## src/rtl/ps2_pkg.sv

```systemverilog
// ps2_pkg: shared definitions for the PS/2 receive front end.
//   - receiver FSM state type
//   - frame constants and the make/break/extended prefixes seen by the downstream filter
//   - default timing parameters (50 MHz system clock)
package ps2_pkg;
  typedef enum logic [1:0] {IDLE, DATA, PARITY, STOP} ps2_state_e;

  localparam int         PS2_DATA_BITS    = 8;
  localparam logic [7:0] PS2_BREAK_PFX    = 8'hF0;
  localparam logic [7:0] PS2_EXT_PFX      = 8'hE0;

  localparam int         PS2_FILT_LEN_DEF = 8;
  localparam int         PS2_TIMEOUT_DEF  = 100000;  // 2 ms at 50 MHz

  // PS/2 uses odd parity over data + parity bit.
  function automatic logic ps2_odd_ones(input logic [8:0] v);
    return ^v;
  endfunction
endpackage

```

## src/rtl/ps2_frame_rx_if.sv

```systemverilog
// ps2_frame_rx_if: PS/2 line inputs and keycode outputs of the receiver.
//   kclk, kdata : raw PS/2 lines (keyboard -> host)
//   keycode     : [15:8] previous byte, [7:0] latest byte
//   oflag       : one-cycle pulse, keycode updated
//   ferr        : one-cycle pulse, framing/parity/timeout error
// master = the receiver, slave = the keyboard side plus keycode consumer.
interface ps2_frame_rx_if;
  logic        kclk;
  logic        kdata;
  logic [15:0] keycode;
  logic        oflag;
  logic        ferr;

  modport master (input kclk, kdata, output keycode, oflag, ferr);
  modport slave  (output kclk, kdata, input keycode, oflag, ferr);
endinterface

```

## src/rtl/ps2_sync_filter.sv

```systemverilog
// ps2_sync_filter: 2-FF synchroniser followed by a run-length deglitch filter.
//   clk, rst : system clock, async active-high reset
//   din      : raw asynchronous line
//   dout     : filtered level (resets to 1, the idle level of PS/2 lines)
//   fall     : one-cycle strobe when dout goes 1 -> 0
// dout only moves after FILT_LEN consecutive synchronised samples that differ
// from it; any shorter excursion resets the run counter.
module ps2_sync_filter #(
  parameter int FILT_LEN = 8
) (
  input  logic clk,
  input  logic rst,
  input  logic din,
  output logic dout,
  output logic fall
);
  localparam int CW = $clog2(FILT_LEN + 1);

  logic          s1_q, s2_q;
  logic          filt_q, filt_d;
  logic          fall_q, fall_d;
  logic [CW-1:0] cnt_q, cnt_d;

  always_comb begin
    filt_d = filt_q;
    fall_d = 1'b0;
    cnt_d  = '0;
    if (s2_q != filt_q) begin
      if (cnt_q == CW'(FILT_LEN - 1)) begin
        filt_d = s2_q;
        fall_d = filt_q & ~s2_q;
      end else begin
        cnt_d = cnt_q + 1'b1;
      end
    end
  end

  always_ff @(posedge clk or posedge rst) begin
    if (rst) begin
      s1_q   <= 1'b1;
      s2_q   <= 1'b1;
      filt_q <= 1'b1;
      fall_q <= 1'b0;
      cnt_q  <= '0;
    end else begin
      s1_q   <= din;
      s2_q   <= s1_q;
      filt_q <= filt_d;
      fall_q <= fall_d;
      cnt_q  <= cnt_d;
    end
  end

  assign dout = filt_q;
  assign fall = fall_q;
endmodule

```

## src/rtl/ps2_frame_rx.sv

```systemverilog
// ps2_frame_rx: PS/2 device-to-host frame receiver.
//   clk, rst : 50 MHz system clock, async active-high reset
//   bus      : ps2_frame_rx_if.master (kclk/kdata in, keycode/oflag/ferr out)
// Deglitches both lines, deserialises 11-bit frames on filtered kclk falling
// edges and shifts each good byte into a 16-bit history.
// Optional macro PS2_PARITY_CHECK_EN: when defined, frames with even parity
// over data+parity are rejected; otherwise only the stop bit is checked.
module ps2_frame_rx
  import ps2_pkg::*;
#(
  parameter int FILT_LEN    = PS2_FILT_LEN_DEF,
  parameter int TIMEOUT_CYC = PS2_TIMEOUT_DEF
) (
  input  logic            clk,
  input  logic            rst,
  ps2_frame_rx_if.master  bus
);
  localparam int TW = $clog2(TIMEOUT_CYC);

  logic kclk_f, kclk_fall, kdata_f;

  ps2_sync_filter #(.FILT_LEN(FILT_LEN)) u_kclk (
    .clk(clk), .rst(rst), .din(bus.kclk), .dout(kclk_f), .fall(kclk_fall)
  );
  ps2_sync_filter #(.FILT_LEN(FILT_LEN)) u_kdata (
    .clk(clk), .rst(rst), .din(bus.kdata), .dout(kdata_f), .fall()
  );

  ps2_state_e        state_q, state_d;
  logic [2:0]        bcnt_q, bcnt_d;
  logic [7:0]        sh_q, sh_d;
  logic [TW-1:0]     to_q, to_d;
  logic [15:0]       kc_q, kc_d;
  logic              oflag_q, oflag_d;
  logic              ferr_q, ferr_d;
  logic              frame_ok;
`ifdef PS2_PARITY_CHECK_EN
  logic              par_q, par_d;
`endif

  always_comb begin
    state_d  = state_q;
    bcnt_d   = bcnt_q;
    sh_d     = sh_q;
    kc_d     = kc_q;
    to_d     = '0;
    oflag_d  = 1'b0;
    ferr_d   = 1'b0;
`ifdef PS2_PARITY_CHECK_EN
    par_d    = par_q;
    frame_ok = kdata_f & ps2_odd_ones({sh_q, par_q});
`else
    frame_ok = kdata_f;
`endif
    // A falling edge always wins over an expiring timeout on the same cycle.
    if (kclk_fall) begin
      unique case (state_q)
        IDLE: if (!kdata_f) begin
          state_d = DATA;
          bcnt_d  = '0;
        end
        DATA: begin
          sh_d = {kdata_f, sh_q[7:1]};  // LSB arrives first
          if (bcnt_q == 3'(PS2_DATA_BITS - 1)) state_d = PARITY;
          else bcnt_d = bcnt_q + 1'b1;
        end
        PARITY: begin
`ifdef PS2_PARITY_CHECK_EN
          par_d = kdata_f;
`endif
          state_d = STOP;
        end
        STOP: begin
          if (frame_ok) begin
            kc_d    = {kc_q[7:0], sh_q};
            oflag_d = 1'b1;
          end else begin
            ferr_d  = 1'b1;
          end
          state_d = IDLE;
        end
        default: state_d = IDLE;
      endcase
    end else if (state_q != IDLE) begin
      if (to_q == TW'(TIMEOUT_CYC - 1)) begin
        state_d = IDLE;
        ferr_d  = 1'b1;
      end else begin
        to_d = to_q + 1'b1;
      end
    end
  end

  always_ff @(posedge clk or posedge rst) begin
    if (rst) begin
      state_q <= IDLE;
      bcnt_q  <= '0;
      sh_q    <= '0;
      to_q    <= '0;
      kc_q    <= '0;
      oflag_q <= 1'b0;
      ferr_q  <= 1'b0;
`ifdef PS2_PARITY_CHECK_EN
      par_q   <= 1'b0;
`endif
    end else begin
      state_q <= state_d;
      bcnt_q  <= bcnt_d;
      sh_q    <= sh_d;
      to_q    <= to_d;
      kc_q    <= kc_d;
      oflag_q <= oflag_d;
      ferr_q  <= ferr_d;
`ifdef PS2_PARITY_CHECK_EN
      par_q   <= par_d;
`endif
    end
  end

  assign bus.keycode = kc_q;
  assign bus.oflag   = oflag_q;
  assign bus.ferr    = ferr_q;
endmodule

```

## src/flat_wrapper.sv

```systemverilog
// flat-port wrapper written by rule: the top's interface ports become plain ports
module ps2_frame_rx_flat import ps2_pkg::*;
#(
  parameter int FILT_LEN    = PS2_FILT_LEN_DEF,
  parameter int TIMEOUT_CYC = PS2_TIMEOUT_DEF
)
  (clk, rst, bus_kclk, bus_kdata, bus_keycode, bus_oflag, bus_ferr);
  ps2_frame_rx_if bus_i ();
  input  logic clk;
  input  logic rst;
  input wire logic [$bits(bus_i.kclk)-1:0] bus_kclk;
  input wire logic [$bits(bus_i.kdata)-1:0] bus_kdata;
  output wire logic [$bits(bus_i.keycode)-1:0] bus_keycode;
  output wire logic [$bits(bus_i.oflag)-1:0] bus_oflag;
  output wire logic [$bits(bus_i.ferr)-1:0] bus_ferr;
  assign bus_i.kclk = bus_kclk;
  assign bus_i.kdata = bus_kdata;
  assign bus_keycode = bus_i.keycode;
  assign bus_oflag = bus_i.oflag;
  assign bus_ferr = bus_i.ferr;
  ps2_frame_rx #(.FILT_LEN(FILT_LEN), .TIMEOUT_CYC(TIMEOUT_CYC)) u_core (.clk(clk), .rst(rst), .bus(bus_i));
endmodule
```

## config.mk

```make
export PLATFORM = sky130hd
export DESIGN_NAME = ps2_frame_rx_flat
export DESIGN_NICKNAME = d
export VERILOG_FILES = /design/src/rtl/ps2_pkg.sv /design/src/rtl/ps2_frame_rx_if.sv /design/src/rtl/ps2_sync_filter.sv /design/src/rtl/ps2_frame_rx.sv /design/src/flat_wrapper.sv
export SDC_FILE = /design/constraint.sdc
export NUM_CORES = 1
export LEC_CHECK = 0
export ABC_AREA = 0
export ABC_CLOCK_PERIOD_IN_PS = 5430
export CAP_MARGIN = 20
export CELL_PAD_IN_SITES_DETAIL_PLACEMENT = 1
export CELL_PAD_IN_SITES_GLOBAL_PLACEMENT = 1
export CORE_MARGIN = 4
export CORE_UTILIZATION = 51
export CTS_BUF_LIST = sky130_fd_sc_hd__clkbuf_16
export CTS_CLUSTER_SIZE = 28
export DETAILED_ROUTE_END_ITERATION = 8
export PLACE_DENSITY = 0.8
export SYNTH_ARGS = -nofsm -noshare
export SYNTH_HDL_FRONTEND = slang
export SYNTH_HIERARCHICAL = 1
export SYNTH_SLANG_ARGS = --single-unit
export TNS_END_PERCENT = 20
```

## constraint.sdc

```tcl
create_clock -name clk -period 5.43 [get_ports clk]
set_clock_uncertainty 0.2 [all_clocks]
set_input_delay 0.543 -clock clk [delete_from_list [all_inputs] [get_ports clk]]
set_output_delay 0.543 -clock clk [all_outputs]
set_load 0.01 [all_outputs]
```

* After elaboration in Yosys (flattened, before gate mapping)
Index checks and enable logic that the tools add are counted.
** Storage, ports and cells
- Flip-flop bits (word level) :: 63
- Output and inout bits :: 18
- Logic and storage cells :: 72
** Cells by class
- Add/subtract/negate cells :: 4
- Equal/unequal tests :: 13
- Mux-type cells :: 26
- Bitwise gates (word level) :: 2
- Reduce and logical (&&, ||, !) cells :: 11
** Operators with widths (count)
- 17-bit two-way mux :: 3
- 17-bit by 1-bit adder with 17-bit output (second input constant) :: 1
- 17-bit equality test (second input constant) :: 1
- 4-bit two-way mux :: 4
- 1-bit two-way mux :: 10
- 2-bit two-way mux :: 5
- 4-bit by 1-bit adder with 4-bit output (second input constant) :: 2
- 4-bit by 3-bit equality test with 1-bit output (second input constant) :: 2
- 2-bit one-hot mux with 4 select lines :: 1
- 4-bit AND reduction :: 2
- 2-bit nonzero test :: 4
- 3-bit two-way mux :: 2
- 3-bit one-hot mux with 2 select lines :: 1
- 2-bit AND reduction :: 3
- 2-bit equality test (second input constant) :: 2
- 2-bit inequality test (second input constant) :: 2
- 3-bit by 1-bit adder with 3-bit output (second input constant) :: 1
- 3-bit equality test (second input constant) :: 1
- 3-bit by 2-bit inequality test with 1-bit output (second input constant) :: 1
- 3-bit inequality test (second input constant) :: 1
- 3-bit AND reduction :: 1
- 2-bit by 1-bit equality test with 1-bit output (second input constant) :: 1
- 2-bit logical NOT :: 1
- 1-bit inequality test :: 2
- other kinds (2) :: 2

* Longest topological paths before layout
Gate-level depths: netlist (run 1).
- Word-level depth :: 4
- Depth in mapped cells :: 7

* Hierarchy
Netlist (run 1), hierarchy kept.
** By module, submodules not included
- ps2_frame_rx :: instances 1, cells each 179, area an instance 2172.1 sq um
- ps2_sync_filter :: instances 2, cells each 26, area an instance 345.3 sq um

* Worst setup path before layout (run 1)
No wires, ideal clock.
- Path type :: reg2reg
- Start point :: reg u_core.bcnt_q[0]
- End point :: reg u_core.state_q[1]
- Setup time :: 0.125 ns
- Arrival :: 1.427 ns
- Data required time :: 5.105 ns
- Setup slack :: 3.678 ns
- Stages on the path, launching flop included :: 6
- Buffers on the path :: 0
- Clock period less this slack :: 1.752 ns
- Path through :: dfrtp_1 ha_1 ha_1 o21ai_0 mux2i_1 nor2_1
** On the way
- Word-level cells in the longest chain between the ends :: 3
** Ends and longest elaborated chain
- start, declared :: RTL line ps2_frame_rx.sv:30 : logic [2:0] bcnt_q, bcnt_d;
- start signal, assigned :: RTL line ps2_frame_rx.sv:108 : bcnt_q <= bcnt_d;
- 3-bit equality test :: RTL line ps2_frame_rx.sv:64 : if (bcnt_q == 3'(PS2_DATA_BITS - 1)) state_d = PARITY;
- 3-bit by 2-bit inequality test with 1-bit output (no source line)
- 4-bit AND reduction (no source line)
- end signal, assigned :: RTL line ps2_frame_rx.sv:107 : state_q <= state_d;
- end, declared :: RTL line ps2_frame_rx.sv:29 : ps2_state_e state_q, state_d;
Every way passes these cells.
A chain may end at the register's enable or synchronous reset.

* Worst setup path in the final report (run 1)
- Start point :: reg u_core.to_q[0]
- End point :: reg u_core.to_q[2]
** On the way
- Word-level cells in the longest chain between the ends :: 4
** Ends and longest elaborated chain
- start, declared :: RTL line ps2_frame_rx.sv:32 : logic [TW-1:0] to_q, to_d;
- start signal, assigned :: RTL line ps2_frame_rx.sv:110 : to_q <= to_d;
- 17-bit by 1-bit adder with 17-bit output or 17-bit equality test (tied branches) :: RTL line ps2_frame_rx.sv:89, ps2_frame_rx.sv:85
- 17-bit two-way mux (*) :: RTL line ps2_frame_rx.sv:85 : if (to_q == TW'(TIMEOUT_CYC - 1)) begin
- 17-bit two-way mux (*) :: RTL line ps2_frame_rx.sv:84 : end else if (state_q != IDLE) begin
- 17-bit two-way mux (*) :: RTL line ps2_frame_rx.sv:56 : if (kclk_fall) begin
- named net u_core.to_d[2] :: RTL line ps2_frame_rx.sv:32
Mark *: on every way through the listed nets, which the timed path passes. The rest lies on a longest branch.

==> results of run 1 <==
[layer usage]
metal | GRT usage [%] | share of wire, % | up-vias
li1 | - | - | 841
met1 | 21.26 | 43 | 903
met2 | 32.29 | 53 | 20
met3 | 6.182 | 2.6 | 7
met4 | 6.977 | 1.2 | 0
met5 | 0 | 0 | -
[sequential cells by signal, summed over array words and instances, names as in the netlist]
name and cells:
u_core/u_kdata/dout 1, u_core/bus.ferr 1, u_core/bus.oflag 1, u_core/u_kclk/s1_q 1, u_core/u_kclk/cnt_q 4, u_core/sh_q 8, u_core/u_kdata/s2_q 1, u_core/to_q 17
u_core/bcnt_q 3, u_core/u_kdata/cnt_q 4, u_core/u_kdata/s1_q 1, u_core/bus.keycode 16, u_core/u_kclk/s2_q 1, u_core/u_kclk/fall 1, u_core/u_kclk/dout 1, u_core/state_q 2
[power breakdown]
group          total [mW]  switching (mW)  leakage [nW]  internal [mW]
clock network       0.491           0.192         0.133          0.300
logic              0.0556          0.0304         0.558         0.0253
registers           0.508          0.0161         0.854          0.492
total                1.06           0.238          1.54          0.817
[area by class of cell]
cell class | instances | area, sq um
inverter | 14 | 52.55
timing repair buffer | 22 | 230.2
clock buffer | 9 | 225.2
clock inverter | 7 | 32.53
fill | 529 | 1892
multi-input combinational | 145 | 1134
tap | 70 | 87.58
sequential | 63 | 1584
[stage by stage]
step                setup slack [ns]  area, sq um  total power, mW
global route                   3.244         3346            1.109
CTS                            3.395         3326            1.068
global placement               3.371         3068           0.5664
floorplan                      3.543         2815           0.5525
detailed placement             3.332         3068           0.5715
finish                         3.420         3346            1.055
[path summary, 6_finish.rpt]
check | end | depth (start not counted) | startpoint | slack (ns)
max | u_core/to_q[2]$_DFF_PP0_ | 5 | u_core/to_q[0]$_DFF_PP0_ | 3.42
min | u_core/u_kclk/s2_q$_DFF_PP1_ | 0 | u_core/u_kclk/s1_q$_DFF_PP1_ | 0.16
max reg2reg | u_core/to_q[2]$_DFF_PP0_ | 5 | u_core/to_q[0]$_DFF_PP0_ | 3.42
min reg2reg | u_core/u_kclk/s2_q$_DFF_PP1_ | 0 | u_core/u_kclk/s1_q$_DFF_PP1_ | 0.16
max in group asynchronous | u_core/to_q[11]$_DFF_PP0_ | 3 | rst | 4.26
min in group asynchronous | u_core/state_q[1]$_DFFE_PP0P_ | 2 | rst | 0.31
[critical path, stage by stage (launching register included)]
cell and delay [ns]:
dfrtp_1 0.41, ha_1 0.23, and4_1 0.34, nand4_1 0.23
nand2_2 0.35, nor2_1 0.11
==> flow_summary.rst, run 1 <==
.. list-table::
   :header-rows: 1

   * - Metric
     - Value
   * - Highest-count cells in the layout ignoring fill and taps
     - dfrtp_1, mux2_2, clkdlybuf4s50_1, nor2_1, inv_1
   * - Hold Worst Slack
     - ~0.16 ns
   * - Cell count after placement
     - approximately 310
   * - Placeable core region
     - approximately 5200 sq um
   * - Overflow left after global routing
     - 0
   * - Hold violation count in the final report
     - 0
   * - Number of global-route vias before repair
     - approximately 1.9k
   * - Cell Count, Final, Fillers Out
     - 330
   * - Cell Pwr Density
     - around 320 nW/um^2
   * - Wire length per cell
     - roughly 17 um
   * - PostCTS Resize Cnt
     - 0
   * - Final Wtd Congestion
     - about 0.75
   * - CTS H-tree depth
     - 3
   * - Max-cap check violation count
     - 0
   * - Hold-fix buffers, CTS
     - 0
   * - Number of nets at the end of the flow
     - 270
   * - Overall die width
     - between 80 and 90 um
   * - Leakage power
     - between 1.5 and 2 nW
   * - Yosys warnings
     - 6
   * - Gr usage total
     - a little under a fifth
   * - Synthesized net count
     - ~240
   * - Crit path DAT
     - about 2.0 ns
   * - Effective utilization at floorplan
     - a little over half
   * - Clock slew at reported path FFs
     - around 0.050 ns
   * - Pin count of the biggest net entering global routing
     - a little under 50
   * - Setup crit end kind
     - flip-flop
   * - Final routed wirelength across all metal layers
     - approximately 5500 um
   * - Die H
     - around 82 um
   * - Number of remaining DRC errors
     - 0
   * - Worst IR drop on VDD
     - roughly 0.21 mV
   * - Number of buffers created by CTS
     - 9
   * - Post-DP HPWL
     - approximately 3800 um
   * - Number of clock sinks seen by CTS
     - 63
   * - Worst EP required
     - around 5.4 ns
   * - Count of final setup violators
     - 0
   * - TritonCTS clock tree
     - yes
   * - Ratio of cells with drive above 1 in the final layout
     - 19.23%
   * - Highest clock rate
     - 497.6 MHz
   * - Total standard cell area after synthesis
     - approximately 2800 sq um
   * - Post-synthesis cell count
     - around 230
   * - Post CTS Setup Buffer Count
     - 0
   * - Maximum clock path buffer count
     - 2
   * - Clock root cell
     - clkbuf_16
   * - Core Util, Final
     - ~64%
   * - Starting DRT DRC Count
     - 63
   * - Final Critical Period
     - 2.010 ns
   * - Synth-to-Final Area Change
     - 18.84%
   * - Syn_area_per_cell
     - roughly 12 sq um
   * - Sum of negative setup slack
     - 0 ns
   * - Worst Setup Start Kind
     - flip-flop
   * - Std cell rows
     - 26
   * - Outcome
     - finished clean
   * - Setup repair after global routing missed its margin
     - no
   * - Count of buffers from port buffering
     - 21
   * - Final Cycle Share
     - a little under two fifths
   * - Skew-Pair Late Insertion Delay
     - 0.32 ns
   * - Number of antenna violations at the first check in global routing
     - 0
   * - Largest fanout of any net on the critical path
     - 16
   * - Area of the die
     - ~6800 sq um
   * - Worst slew pin tran
     - between 0.4 and 0.5 ns
   * - Max-slew violation count
     - 0
   * - Most common cell after layout, fill and taps aside
     - dfrtp_1
   * - Critical path class
     - reg2reg
   * - Vias per inst
     - 5.367
   * - Hold/Removal Path Class
     - reg2reg
   * - Total I/O pin count
     - 22
   * - Max transition margin
     - ~67%
   * - First-pass GRT wire length
     - around 9000 um
   * - Count of TritonRoute iterations in the first routing pass
     - 4
   * - Post-route antenna net violation count
     - 0
   * - ANT cells
     - 0
   * - Vias
     - between 1.5k and 2k
(Power assumes the default switching activity.)
==> run 2: changes to the inputs <==
--- a/config.mk
+++ b/config.mk
@@ -6,16 +6,16 @@
 export NUM_CORES = 1
 export LEC_CHECK = 0
 export ABC_AREA = 0
-export ABC_CLOCK_PERIOD_IN_PS = 5430
+export ABC_CLOCK_PERIOD_IN_PS = 2050
 export CAP_MARGIN = 20
 export CELL_PAD_IN_SITES_DETAIL_PLACEMENT = 1
 export CELL_PAD_IN_SITES_GLOBAL_PLACEMENT = 1
 export CORE_MARGIN = 4
-export CORE_UTILIZATION = 51
+export CORE_UTILIZATION = 47
 export CTS_BUF_LIST = sky130_fd_sc_hd__clkbuf_16
 export CTS_CLUSTER_SIZE = 28
 export DETAILED_ROUTE_END_ITERATION = 8
-export PLACE_DENSITY = 0.8
+export PLACE_DENSITY = 0.75
 export SYNTH_ARGS = -nofsm -noshare
 export SYNTH_HDL_FRONTEND = slang
 export SYNTH_HIERARCHICAL = 1
==> constraint.sdc (replaced) <==
create_clock -name clk -period 2.05 [get_ports clk]
set_clock_uncertainty 0.2 [all_clocks]
set_input_delay 0.205 -clock clk [delete_from_list [all_inputs] [get_ports clk]]
set_output_delay 0.205 -clock clk [all_outputs]
set_load 0.01 [all_outputs]
==> run 2 against run 1 <==
Net effect: worst setup slack got worse by 3.3 ns; routed wire length rose by 10%; sequential share of layout area down 1.9 points; final area increased by 4.2%; via count up 3.0%; critical path depth is the same; core utilization is 2.1 points lower; critical path type unchanged.
==> flow_summary.rst, run 2 (synthesized netlist as in run 1, its figures left out) <==
.. list-table::
   :header-rows: 1

   * - Metric
     - Value
   * - Clock slew at reported path FFs
     - about 0.050 ns
   * - TritonCTS clock tree
     - yes
   * - Sum of negative setup slack
     - 0 ns
   * - Reg with most FFs
     - u_core/to_q
   * - Reg2reg setup slack
     - roughly 0.13 ns
   * - Total power draw
     - between 3 and 4 mW
   * - Post-DP Area
     - 3113 sq um
   * - Destination of the critical timing path
     - u_core/to_q[11]$_DFF_PP0_
   * - Critical path class
     - reg2reg
   * - Number of global-route vias before repair
     - a little under 2k
   * - Core Util, Final
     - between 60% and 70%
   * - Worst-case reg-to-reg path depth
     - 5
   * - Pin count of the biggest net entering global routing
     - 33
   * - Hold/Removal Path Class
     - in2reg
   * - Vias per inst
     - around 5.4
   * - Number of remaining DRC errors
     - 0
   * - Highest clock rate
     - around 520 MHz
   * - Worst IR drop on VDD
     - approximately 0.60 mV
   * - Critical path startpoint
     - u_core/to_q[0]$_DFF_PP0_
   * - Final Wtd Congestion
     - between 0.7 and 0.8
   * - Skew-Pair Late Insertion Delay
     - around 0.32 ns
   * - Clock root cell
     - clkbuf_16
   * - ANT cells
     - 0
   * - CTS H-tree depth
     - 3
   * - Outcome
     - finished clean
   * - Hold violation count in the final report
     - 0
   * - Crit path DAT
     - ~1.9 ns
   * - Critical R2R Launch
     - u_core/to_q[0]$_DFF_PP0_
   * - Setup crit end kind
     - flip-flop
   * - Placeable core region
     - roughly 5600 sq um
   * - Number of antenna violations at the first check in global routing
     - 0
   * - Final routed wirelength across all metal layers
     - roughly 6000 um
   * - Synth-to-Final Area Change
     - 23.78%
   * - Worst Hold Launch
     - bus_kdata
   * - Worst Setup Start Kind
     - flip-flop
   * - Final Cycle Share
     - about 94%
   * - Max transition margin
     - around 69%
   * - Worst EP required
     - 2.05 ns
   * - Area taken by multi-input logic gates
     - about 1100 sq um
   * - Number of buffers created by CTS
     - 9
   * - Final Critical Period
     - approximately 1.9 ns
   * - Max-cap check violation count
     - 0
   * - Leakage power
     - 1.609 nW
   * - Number of clock sinks seen by CTS
     - 63
   * - Gr usage total
     - between 15 and 20%
   * - Largest fanout of any net on the critical path
     - 16
   * - Flip-flop count of the largest register after layout
     - 17
   * - Number of nets at the end of the flow
     - 274
   * - Effective utilization at floorplan
     - 49.90%
   * - Vias
     - 1,824
   * - Most common cell after layout, fill and taps aside
     - dfrtp_1
   * - Overflow left after global routing
     - 0
   * - Std cell rows
     - 27
   * - Count of buffers from port buffering
     - 21
   * - Post-DP HPWL
     - between 3000 and 4000 um
   * - Die H
     - 85.40 um
   * - Capture point of the worst reg-to-reg path
     - u_core/to_q[11]$_DFF_PP0_
   * - Worst slew pin tran
     - roughly 0.46 ns
   * - Count of TritonRoute iterations in the first routing pass
     - 4
   * - Area of the die
     - 7292 sq um
   * - Overall die width
     - ~85 um
   * - Post-route antenna net violation count
     - 0
   * - Fin area
     - approximately 3500 sq um
   * - First-pass GRT wire length
     - ~10,000 um
   * - Highest-count cells in the layout ignoring fill and taps
     - dfrtp_1, mux2_2, clkdlybuf4s50_1, nor2_1, inv_1
   * - Starting DRT DRC Count
     - 75
   * - Max-slew violation count
     - 0
   * - Number of inserted filler cells in the final layout
     - around 570
   * - Maximum clock path buffer count
     - 2
   * - Post CTS Setup Buffer Count
     - 0
   * - Setup repair after global routing missed its margin
     - no
   * - Total I/O pin count
     - 22
   * - Ratio of cells with drive above 1 in the final layout
     - between 20% and 30%
   * - Wire length per cell
     - approximately 18 um
   * - Cell Pwr Density
     - about 960 nW/um^2
   * - Sequential cell area
     - ~1600 sq um
   * - Count of final setup violators
     - 0
-- run 2: through the flow --
stage | setup slack (ns) | hold WS [ns] | cells
after global placement | 0.1120 | 0.1476 | 319
final | 0.1320 | 0.08675 | 336
after CTS | 0.06877 | 0.07621 | 336
after global routing | 0.02917 | 0.07479 | 336
after detailed placement | 0.1033 | 0.1468 | 319
after floorplan | 0.2979 | -0.1938 | 228
-- run 2: worst min-delay path by stage --
stage / to / slack, ns / depth (start not counted)
global placement: u_core/u_kdata/s2_q$_DFF_PP1_ / 0.15 / 0
detailed placement: u_core/u_kdata/s2_q$_DFF_PP1_ / 0.15 / 0
CTS: u_core/u_kdata/s1_q$_DFF_PP1_ / 0.08 / 1
global route: u_core/u_kdata/s1_q$_DFF_PP1_ / 0.07 / 1
floorplan: u_core/u_kdata/cnt_q[0]$_DFF_PP0_ / -0.19 / 1
finish: u_core/u_kdata/s1_q$_DFF_PP1_ / 0.09 / 1
-- run 2: layer usage --
metal / GRT usage, % / up-vias / wire length [um] / share of wire, %
met2: 29.73 / 24 / 3101 / 51
met1: 22.05 / 937 / 2613 / 43
met4: 8.058 / 0 / 110 / 1.8
met5: 0 / - / 0 / 0
met3: 4.369 / 10 / 200 / 3.3
li1: - / 853 / - / -
-- run 2: area by class of cell --
type	count	area share, %
multi-input cells	145	32.53
repair buffers	26	7.540
clock inverters	7	3.914
inverters	14	1.508
flip-flops and latches	63	45.46
clock buffers	9	6.463
well taps	72	2.585
-- run 2: worst max-delay path, cell delays in order, from the launching register on --
cell and delay, ns:
dfrtp_1 0.44, ha_1 0.26, and4_1 0.26, nand4_1 0.18
nand2_2 0.33, nor2_1 0.10
-- run 2: what timing repair did --
action / in CTS / in global routing
hold buffers: 1 / 0
endpoints found under the hold margin: 4 / 0
resized for setup: 0 / 1
setup endpoints to repair: 0 / 2
-- run 2: power by group --
part	internal (mW)	switching, mW
Sequential	1.30	0.0431
Clock	1.30	0.544
Combinational	0.0668	0.0811
Total	2.67	0.668
==> run 3: changes to the inputs <==
--- a/config.mk
+++ b/config.mk
@@ -11,11 +11,13 @@
 export CELL_PAD_IN_SITES_DETAIL_PLACEMENT = 1
 export CELL_PAD_IN_SITES_GLOBAL_PLACEMENT = 1
 export CORE_MARGIN = 4
-export CORE_UTILIZATION = 47
+export CORE_UTILIZATION = 45
 export CTS_BUF_LIST = sky130_fd_sc_hd__clkbuf_16
 export CTS_CLUSTER_SIZE = 28
 export DETAILED_ROUTE_END_ITERATION = 8
-export PLACE_DENSITY = 0.75
+export MAX_ROUTING_LAYER = met4
+export PLACE_DENSITY = 0.72
+export SLEW_MARGIN = 20
 export SYNTH_ARGS = -nofsm -noshare
 export SYNTH_HDL_FRONTEND = slang
 export SYNTH_HIERARCHICAL = 1
==> run 3 against run 2 <==
Net effect: routed wire length decreased by 9.3%; global-route usage decreased by 1.0 points; cell count increased by 1.5%.
==> flow_summary.rst, run 3 (synthesized netlist as in run 1, its figures left out) <==
.. list-table::
   :header-rows: 1

   * - Metric
     - Value
   * - Outcome
     - finished clean
   * - Max-slew violation count
     - 0
   * - Overflow left after global routing
     - 0
   * - Worst Hold Launch
     - bus_kdata
   * - Starting DRT DRC Count
     - between 80 and 90
   * - Reg2reg setup slack
     - 0.21 ns
   * - ANT cells
     - 0
   * - Critical path class
     - reg2reg
   * - Worst IR drop on VDD
     - 0.5700 mV
   * - Number of nets at the end of the flow
     - approximately 280
   * - Vias
     - between 1.5k and 2k
   * - Number of global-route vias before repair
     - between 1.5k and 2k
   * - Hold/Removal Path Class
     - in2reg
   * - Hold path cells
     - 1
   * - Worst slew pin tran
     - ~0.44 ns
   * - Worst Hold Endpoint
     - u_core/u_kdata/s1_q$_DFF_PP1_
   * - Ratio of cells with drive above 1 in the final layout
     - approximately 22%
   * - Highest clock rate
     - 544.0 MHz
   * - Cell Pwr Density
     - about 890 nW/um^2
   * - Setup crit end kind
     - flip-flop
   * - Number of buffers created by CTS
     - 9
   * - Sum of negative setup slack
     - 0 ns
   * - Highest-count cells in the layout ignoring fill and taps
     - dfrtp_1, mux2_2, clkdlybuf4s50_1, nor2_1, inv_1
   * - Gr usage total
     - approximately 17%
   * - Die H
     - 87.10 um
   * - Cell count after placement
     - approximately 320
   * - Worst EP required
     - about 2.1 ns
   * - Number of antenna violations at the first check in global routing
     - 0
   * - Most common cell after layout, fill and taps aside
     - dfrtp_1
   * - Maximum clock path buffer count
     - 2
   * - Clock slew at reported path FFs
     - around 0.060 ns
   * - Wire length per cell
     - 16.03 um
   * - Flip-flop count of the largest register after layout
     - 17
   * - Worst Setup Start Kind
     - flip-flop
   * - Final Cycle Share
     - around 90%
   * - Cell Count, Final, Fillers Out
     - between 300 and 400
   * - Area of the die
     - ~7600 sq um
   * - TritonCTS clock tree
     - yes
   * - Effective utilization at floorplan
     - a little under half
   * - Max-cap check violation count
     - 0
   * - Setup repair after global routing missed its margin
     - no
   * - Number of remaining DRC errors
     - 0
   * - CTS H-tree depth
     - 3
   * - Final routed wirelength across all metal layers
     - approximately 5500 um
   * - Placeable core region
     - approximately 6000 sq um
   * - Leakage power
     - around 1.6 nW
   * - Crit path DAT
     - roughly 1.9 ns
   * - Number of clock sinks seen by CTS
     - 63
   * - Max transition margin
     - a little over two thirds
   * - Final Critical Period
     - 1.838 ns
   * - Std cell rows
     - 28
   * - Reg with most FFs
     - u_core/to_q
   * - Post CTS Setup Buffer Count
     - 0
   * - Final critical-path setup slack
     - 0.2119 ns
   * - Overall die width
     - approximately 87 um
   * - Count of final setup violators
     - 0
   * - Count of TritonRoute iterations in the first routing pass
     - 4
   * - Hold violation count in the final report
     - 0
   * - Post-route antenna net violation count
     - 0
   * - Skew-Pair Late Insertion Delay
     - between 0.3 and 0.4 ns
   * - Final Wtd Congestion
     - 0.7798
   * - First-pass GRT wire length
     - roughly 9600 um
   * - Clock root cell
     - clkbuf_16
   * - Post-DP HPWL
     - about 3600 um
   * - DP Worst Slack
     - about 0.23 ns
   * - Total I/O pin count
     - 22
   * - Worst-case reg-to-reg path depth
     - 4
   * - Largest fanout of any net on the critical path
     - 6
   * - Vias per inst
     - roughly 5.3
   * - Capture point of the worst reg-to-reg path
     - u_core/u_kdata/dout$_DFFE_PP1P_
   * - Count of buffers from port buffering
     - 21
   * - Pin count of the biggest net entering global routing
     - between 40 and 50
   * - Critical R2R Launch
     - u_core/u_kdata/dout$_DFFE_PP1P_
   * - Synth-to-Final Area Change
     - 22.76%
run 3: area by class of cell:
type / count / area [sq um]
Fill cell: 605 / 2535
Sequential cell: 63 / 1584
Multi-Input combinational cell: 145 / 1134
Timing Repair Buffer: 28 / 277.8
Clock buffer: 9 / 225.2
Tap cell: 75 / 93.84
Clock inverter: 7 / 88.84
Inverter: 14 / 52.55
run 3: where the power goes:
group / total, mW / internal [mW] / switching, mW / leakage [nW]
logic: 0.150 / 0.0681 / 0.0819 / 0.588
clock network: 1.59 / 1.05 / 0.536 / 0.153
registers: 1.35 / 1.30 / 0.0455 / 0.854
run 3: routing by layer:
layer | vias up | share of wire (%) | global-route usage (%)
met3 | 8 | 2.4 | 2.838
met1 | 923 | 45 | 21.01
li1 | 860 | - | -
met2 | 24 | 51 | 26.71
met5 | - | 0 | -
met4 | 0 | 1.9 | 8.368
run 3: worst max path at each step:
| stage | start | to | slack, ns | cells past startpoint |
|---|---|---|---|---|
| floorplan | u_core/bcnt_q[0]$_DFFE_PP0P_ | u_core/state_q[1]$_DFFE_PP0P_ | 0.30 | 5 |
| global placement | u_core/state_q[0]$_DFFE_PP0P_ | u_core/state_q[0]$_DFFE_PP0P_ | 0.26 | 7 |
| detailed placement | u_core/state_q[0]$_DFFE_PP0P_ | u_core/state_q[1]$_DFFE_PP0P_ | 0.23 | 7 |
| CTS | u_core/u_kdata/dout$_DFFE_PP1P_ | u_core/u_kdata/dout$_DFFE_PP1P_ | 0.20 | 4 |
| global route | u_core/to_q[11]$_DFF_PP0_ | u_core/to_q[6]$_DFF_PP0_ | 0.05 | 4 |
| finish | u_core/u_kdata/dout$_DFFE_PP1P_ | u_core/u_kdata/dout$_DFFE_PP1P_ | 0.21 | 4 |
run 3: critical path, cell delays in order, from the launching register on:
cell and delay (ns):
dfstp_2 0.60, inv_1 0.09, ha_1 0.37, and4bb_1 0.32, mux2i_1 0.19
run 3: what timing repair did:
action | 4_1_cts | 5_1_grt
gates resized for setup | 0 | 0
hold endpoints to repair | 4 | 0
hold buffers | 1 | 0
endpoints found under the setup margin | 0 | 0
run 3: stage by stage:
step / instance area [sq um] / total power, mW / hold WS [ns] / utilization [%]
finish: 3456 / 3.088 / 0.09381 / 57.69
global route: 3456 / 3.219 / 0.1063 / 57.69
CTS: 3456 / 3.131 / 0.08659 / 57.69
detailed placement: 3132 / 1.519 / 0.1491 / 52.28
global placement: 3132 / 1.506 / 0.1462 / 52.28
floorplan: 2815 / 1.464 / -0.1938 / -
